$ cat config.mk
export PLATFORM = sky130hd
export DESIGN_NAME = flex_updown_counter
export DESIGN_NICKNAME = d
export VERILOG_FILES = /design/src/rtl/flex_updown_counter.sv
export SDC_FILE = /design/constraint.sdc
export NUM_CORES = 1
export LEC_CHECK = 0
export CAP_MARGIN = 10
export CORE_MARGIN = 2
export CORE_UTILIZATION = 29
export CTS_CLUSTER_SIZE = 12
export DETAILED_ROUTE_END_ITERATION = 7
export GPL_TIMING_DRIVEN = 0
export PLACE_DENSITY = 0.47
export SLEW_MARGIN = 25
export SYNTH_ARGS = -nofsm -noshare
export SYNTH_HDL_FRONTEND = slang
export SYNTH_SLANG_ARGS = --single-unit
$ cat constraint.sdc
create_clock -name clk -period 8.8 [get_ports clk]
set_input_delay 2.64 -clock clk [delete_from_list [all_inputs] [get_ports clk]]
set_output_delay 2.64 -clock clk [all_outputs]
set_load 0.02 [all_outputs]
$ cat src/rtl/flex_updown_counter.sv
// flex_updown_counter: loadable up/down counter with programmable step, wrap/saturate bound and registered flags
module flex_updown_counter #(
  parameter int NUM_CNT_BITS = 8
) (
  input  logic                    clk,
  input  logic                    n_rst,
  input  logic                    clear,
  input  logic                    load,
  input  logic [NUM_CNT_BITS-1:0] load_val,
  input  logic                    count_enable,
  input  logic                    dir,
  input  logic                    sat_mode,
  input  logic [NUM_CNT_BITS-1:0] step,
  input  logic [NUM_CNT_BITS-1:0] rollover_val,
  output logic [NUM_CNT_BITS-1:0] count_out,
  output logic                    rollover_flag,
  output logic                    zero_flag,
  output logic                    wrap_pulse,
  output logic                    cfg_err
);
  localparam int W = NUM_CNT_BITS;
  logic [W-1:0] count_q, count_d;
  logic         roll_q, roll_d, zero_q, zero_d, wrap_q, wrap_d, err_q, err_d;
  logic [W:0]   c, s, r, sum;
  logic         bad, wr;
  // Next count, flags and wrap pulse; one bit of headroom keeps sums exact
  always_comb begin
    c = {1'b0, count_q};
    s = {1'b0, step};
    r = {1'b0, rollover_val};
    sum = c + s;
    bad = (r == '0) | (s == '0) | (s > r);
    wr = clear | load | count_enable;
    count_d = count_q;
    wrap_d = 1'b0;
    if (clear) count_d = '0;
    else if (load) count_d = (load_val > rollover_val) ? rollover_val : load_val;
    else if (count_enable && !bad) begin
      if (c > r) count_d = rollover_val;
      else if (dir) begin
        if (sum > r) begin
          count_d = sat_mode ? rollover_val : W'(sum - r);
          wrap_d = !sat_mode;
        end else count_d = W'(sum);
      end else begin
        if (c <= s) begin
          count_d = sat_mode ? '0 : W'(c + r - s);
          wrap_d = !sat_mode;
        end else count_d = W'(c - s);
      end
    end
    roll_d = wr ? (count_d == rollover_val) : roll_q;
    zero_d = wr ? (count_d == '0) : zero_q;
    err_d = bad;
  end
  // State register with asynchronous active-low reset clearing every output
  always_ff @(posedge clk or negedge n_rst) begin
    if (!n_rst) begin
      count_q <= '0;
      roll_q  <= 1'b0;
      zero_q  <= 1'b0;
      wrap_q  <= 1'b0;
      err_q   <= 1'b0;
    end else begin
      count_q <= count_d;
      roll_q  <= roll_d;
      zero_q  <= zero_d;
      wrap_q  <= wrap_d;
      err_q   <= err_d;
    end
  end
  assign count_out     = count_q;
  assign rollover_flag = roll_q;
  assign zero_flag     = zero_q;
  assign wrap_pulse    = wrap_q;
  assign cfg_err       = err_q;
endmodule

* Yosys cells after proc, flatten, opt, wreduce, memory -nomap -nowiden *
Index checks and enable logic that the tools add are counted.

word-level totals
  register bits = 12
  bits in latches = 0
  memory bits (writable) = 0
  memory bits (read-only) = 0
  input bits = 31
  output and inout port bits = 12
  memories kept = 0

cells by class
  add/subtract/negate cells = 5
  multipliers = 0
  divide/modulo/power cells = 0
  magnitude comparators = 5
  equal/unequal tests = 1
  shifts and indexed selects = 0
  multiplexer cells = 17
  bitwise operators = 4
  reductions and logical operators = 6

operator list
  kind                                           number
  8-bit 2-to-1 mux                               10
  8-bit > comparator                             3
  8-bit zero test                                3
  8-bit subtractor                               3
  8-bit by 8-bit adder with 9-bit output         1
  9-bit by 8-bit > comparator with 1-bit output  1
  8-bit adder                                    1
  8-bit equality test                            1
  8-bit <= comparator                            1
  1-bit 2-to-1 mux                               7
  1-bit OR                                       4
  1-bit zero test                                2
  1-bit logical AND                              1

* Logic depth before layout (Yosys ltp) *
  word-level depth = 10
  mapped depth = 20

* Least setup slack after synthesis *
No wires, ideal clock.

  path kind = input to register
  from = in step[5]
  to = reg zero_q, in the netlist zero_flag
  data arrival time = 6.690 ns
  setup slack = 2.019 ns
  stages = 19
  path buffers = 2
  path through = inv_1 ha_1 buf_2 or3_1 o221ai_2 xnor2_1 inv_1 ha_1 a21o_1 a211oi_2 a21oi_1 and2_4 buf_6 o31a_1 a2111oi_4 nor2_2 or4_1 or3_1 o31ai_2

between the ends
  cells in the longest elaborated chain, start to end = 10

ends and longest elaborated chain
  what                                    RTL line  source
  start: declaration                      13        input logic [NUM_CNT_BITS-1:0] step,
  8-bit by 8-bit adder with 9-bit output  31        sum = c + s;
  8-bit subtractor                        42        count_d = sat_mode ? rollover_val : W'(sum - r);
  8-bit 2-to-1 mux                        42
  8-bit 2-to-1 mux                        41        if (sum > r) begin
  8-bit 2-to-1 mux                        40        else if (dir) begin
  8-bit 2-to-1 mux                        39        if (c > r) count_d = rollover_val;
  8-bit 2-to-1 mux *                      38        else if (count_enable && !bad) begin
  8-bit 2-to-1 mux *                      37        else if (load) count_d = (load_val > rollover_val) ? rollover_val : load_val;
  8-bit 2-to-1 mux *                      36        if (clear) count_d = '0;
  named net count_d[7]                    22        logic [W-1:0] count_q, count_d;
  8-bit zero test *                       53        zero_d = wr ? (count_d == '0) : zero_q;
  end signal: assignment                  67        zero_q <= zero_d;
  end: declaration                        23        logic roll_q, roll_d, zero_q, zero_d, wrap_q, wrap_d, err_q, err_d;

The timed path passes the listed nets; every way through them passes the cells marked *.
A chain may end at the register's enable or synchronous reset.

* Worst setup path after layout *
Same ends and word-level chain as after synthesis.

==> results.json <==
{
  "status": "complete, no violations",
  "critPathBufInv": 5,
  "die_y_um": 116,
  "yosys-top-cells-area": "ha_1 21%, dfrtp_1 8.3%, fa_1 5.5%",
  "io_pins": 43,
  "synth-edff-count": 0,
  "cap_violations": 0,
  "clock_path_buffers": 2,
  "grt_overflow": 0,
  "post_drt_wl_per_cell_um": 20.2,
  "io_buffer_count": 41,
  "post-place-ws_ns": 0.968,
  "cp.required_ns": 8.95,
  "crit_arrival_ns": 7.76,
  "yosysUniqueCellTypes": 65,
  "final_util_pct": 35.8,
  "p_total_uw": 660,
  "total_leakage_power_uw": 0.00196,
  "min_path_type": "reg -> reg",
  "grt_pass1_wl_mm": 21.7,
  "cts_tree": "yes",
  "synth_top_flop_cell": "dfrtp_1",
  "power.switching_uw": 328,
  "coreArea_mm2": 0.0121,
  "syn_avg_cell_area_um2": 7.55,
  "worstPathMaxFanout": 9,
  "post_cts_buffers": 0,
  "vias_per_cell": 5.59,
  "regArea_um2": 300,
  "critPathLaunchType": "input port",
  "hold_viol_final": 0,
  "antenna_found_initial": 0,
  "setup_viol": 0,
  "layout.nets": 628,
  "rsz0062_at_grt": "false",
  "syn-cell-area_mm2": 0.00363,
  "finalCritPeriodShare_pct": 86.6,
  "crit_type": "in -> reg",
  "postSynth.asyncResetShare_pct": 100,
  "worst_slack_ns": 1.18,
  "p_comb_share_pct": 74.4,
  "p_sw_share_pct": 49.7,
  "dpl.hpwl_mm": 11.2,
  "cts.clk_slew.worst_paths_ns": 0.04,
  "wirelength_mm": 14.0,
  "fillers": 1331,
  "synthCells": 480,
  "worst_path_largest_cell_delay_ns": 0.61,
  "syn2layout_area_growth_pct": 19.6,
  "drt_first_pass_iters": 4,
  "cts-resized-gates": 0,
  "antenna_left": 0,
  "grt_max_degree": 13,
  "seq_area_frac_synth_pct": 8.28,
  "fmax_mhz": 131,
  "yosysTopAreaCellShare_pct": 21.0,
  "worst_pin_slew_ns": 0.817,
  "finalCriticalPeriod_ns": 7.62,
  "ys_ff_latch": 12,
  "clock_latency_ns": 0.24,
  "placed_cell_area_mm2": 0.00425,
  "ys_warn_count": 0,
  "cts_max_level": 1,
  "cts_made_buffers": 3,
  "layout-drive-gt1-share_pct": 4.57,
  "yosys.area.top_type": "ha_1",
  "vdd.ir_drop.worst_mv": 0.102,
  "first_global_vias": 3907,
  "clkSinkCount": 12,
  "path_cells": "clkdlybuf4s50_1, inv_1, ha_1, buf_2, or3_1, o221ai_2, xnor2_1, inv_1, ha_1, a21o_1, a211oi_2, nand3_1, and2_4, buf_6, o31a_1, a2111oi_4, nor2_2, or4_1, or3_1, o31ai_2",
  "crit_path_end_kind": "flip-flop",
  "num_vias": 3874,
  "skew_ns": 0.000449,
  "clock_power_share_pct": 13.8,
  "drv_slew": 0,
  "drcViolationCount": 0,
  "antenna_cells": 0,
  "power-per-cell-area_mw_per_mm2": 152,
  "finalSetupTns_ns": 0,
  "critical-path-top-delay-family": "compound AO/OA/AOI/OAI gates",
  "root_buffer": "clkbuf_16",
  "syn_nets": 582,
  "gp_congestion": 0.892,
  "dieArea_mm2": 0.0134,
  "p_int_uw": 332,
  "hold_buffers": 0,
  "rows": 40,
  "seqPwrFrac_pct": 11.8,
  "chipWidth_um": 116,
  "cp_slowest_cell": "clkdlybuf4s50_1",
  "dr.first_iter.drc_count": 209,
  "relSlewSlack_pct": 45.5,
  "fin_area_mm2": 0.00434,
  "grt_usage_pct": 21.1,
  "start_util_pct": 29.9,
  "multi_input_area_mm2": 0.00306
}
[cells in the mapped netlist (6+ instances only)]
cell / n
nand2b_1: 7
and3_1: 6
nor2_1: 37
nand3_1: 16
nor3_1: 15
mux2i_1: 7
buf_2: 6
inv_1: 45
ha_1: 61
o21ai_0: 28
a211oi_1: 14
a31oi_1: 9
nor2b_1: 8
nand2_1: 26
fa_1: 10
dfrtp_1: 12
a21oi_1: 26
xor2_1: 6
nor4_1: 9
clkbuf_1: 12
xnor2_1: 13
a21o_1: 11
[cell families (layout without fill, tap and decap cells)]
family | Yosys count | in the layout | share of synthesized area [%]
AO/OA/AOI/OAI | 157 | 157 | 30.6
AND/OR/NAND/NOR | 146 | 146 | 20.2
adder cells (fa/ha/maj) | 71 | 71 | 26.6
buffers and inverters | 66 | 111 | 7.25
XOR/XNOR | 19 | 19 | 4.59
flip-flops | 12 | 12 | 8.28
multiplexers | 9 | 9 | 2.55
[area by class of cell]
class / instances / area share [%]
multi-input combinational: 402 / 70.6
timing repair buffer: 41 / 9.47
sequential: 12 / 6.93
tap: 168 / 4.85
inverter: 47 / 4.07
clock buffer: 4 / 2.05
buffer: 19 / 1.99
[path summary, 6_finish.rpt]
check                              from           end  slack (ns)  depth (start not counted)
min reg2reg                   zero_flag     zero_flag        0.49                          2
max reg2reg                count_out[5]     zero_flag        3.66                         18
min in group asynchronous         n_rst  count_out[6]        2.75                          1
min                           zero_flag     zero_flag        0.49                          2
max                             step[5]     zero_flag        1.18                         20
max in group asynchronous         n_rst  count_out[7]        5.70                          1
[registers in the layout, summed over array words and instances, names as in the netlist]
name,cells
rollover_flag,1
count_out,8
cfg_err,1
wrap_pulse,1
zero_flag,1
[worst register-to-register path, cell delays in order (launching register included)]
cell and delay [ns]:
dfrtp_1 0.61, ha_1 0.32, buf_2 0.18, or3_1 0.40, o221ai_2 0.22, xnor2_1 0.20
inv_1 0.07, ha_1 0.35, a21o_1 0.19, a211oi_2 0.25, nand3_1 0.12, and2_4 0.16
buf_6 0.13, o31a_1 0.31, a2111oi_4 0.47, nor2_2 0.09, or4_1 0.46, or3_1 0.34
o31ai_2 0.18
[power groups by stage]
stage	clock, uW	sequential (uW)	combinational (uW)
6_report	91.1	77.6	491
5_1_grt	95.2	78.4	542
4_1_cts	92.7	77.7	486
3_5_place_dp	0	78.4	481
3_3_place_gp	0	79.1	480
2_1_floorplan	0	77.9	337
[placed cells by master (no fill, tap or decap), types with 5 or more instances in the layout]
cell type,n
nand2_1,26
fa_1,10
ha_1,61
xnor2_1,13
buf_2,6
mux2i_1,7
a21o_1,11
a22oi_1,5
a221oi_1,5
clkdlybuf4s50_1,41
nor2b_1,8
and3_1,6
nor4_1,9
a211oi_1,14
clkbuf_1,12
o21ai_0,28
nand4_1,5
nor2_1,37
dfrtp_1,12
nor3_1,15
nand3_1,16
a31oi_1,9
nand2b_1,7
o211ai_1,5
inv_1,45
xor2_1,6
a21oi_1,26
o22ai_1,5
[metrics by stage]
stage / hold WS, ns / std cells
after floorplan: 0.587 / 480
after detailed placement: 0.477 / 689
after CTS: 0.492 / 693
after global placement: 0.485 / 689
final: 0.492 / 693
after global routing: 0.513 / 693
[routing by layer]
metal	up-vias	share of wire, %	global-route usage [%]
li1	1867	-	-
met1	1841	44	27.7
met2	147	48	36.4
met3	19	6.1	3.50
met4	0	1.8	4.76
met5	-	0	0
(Power assumes the default switching activity.)
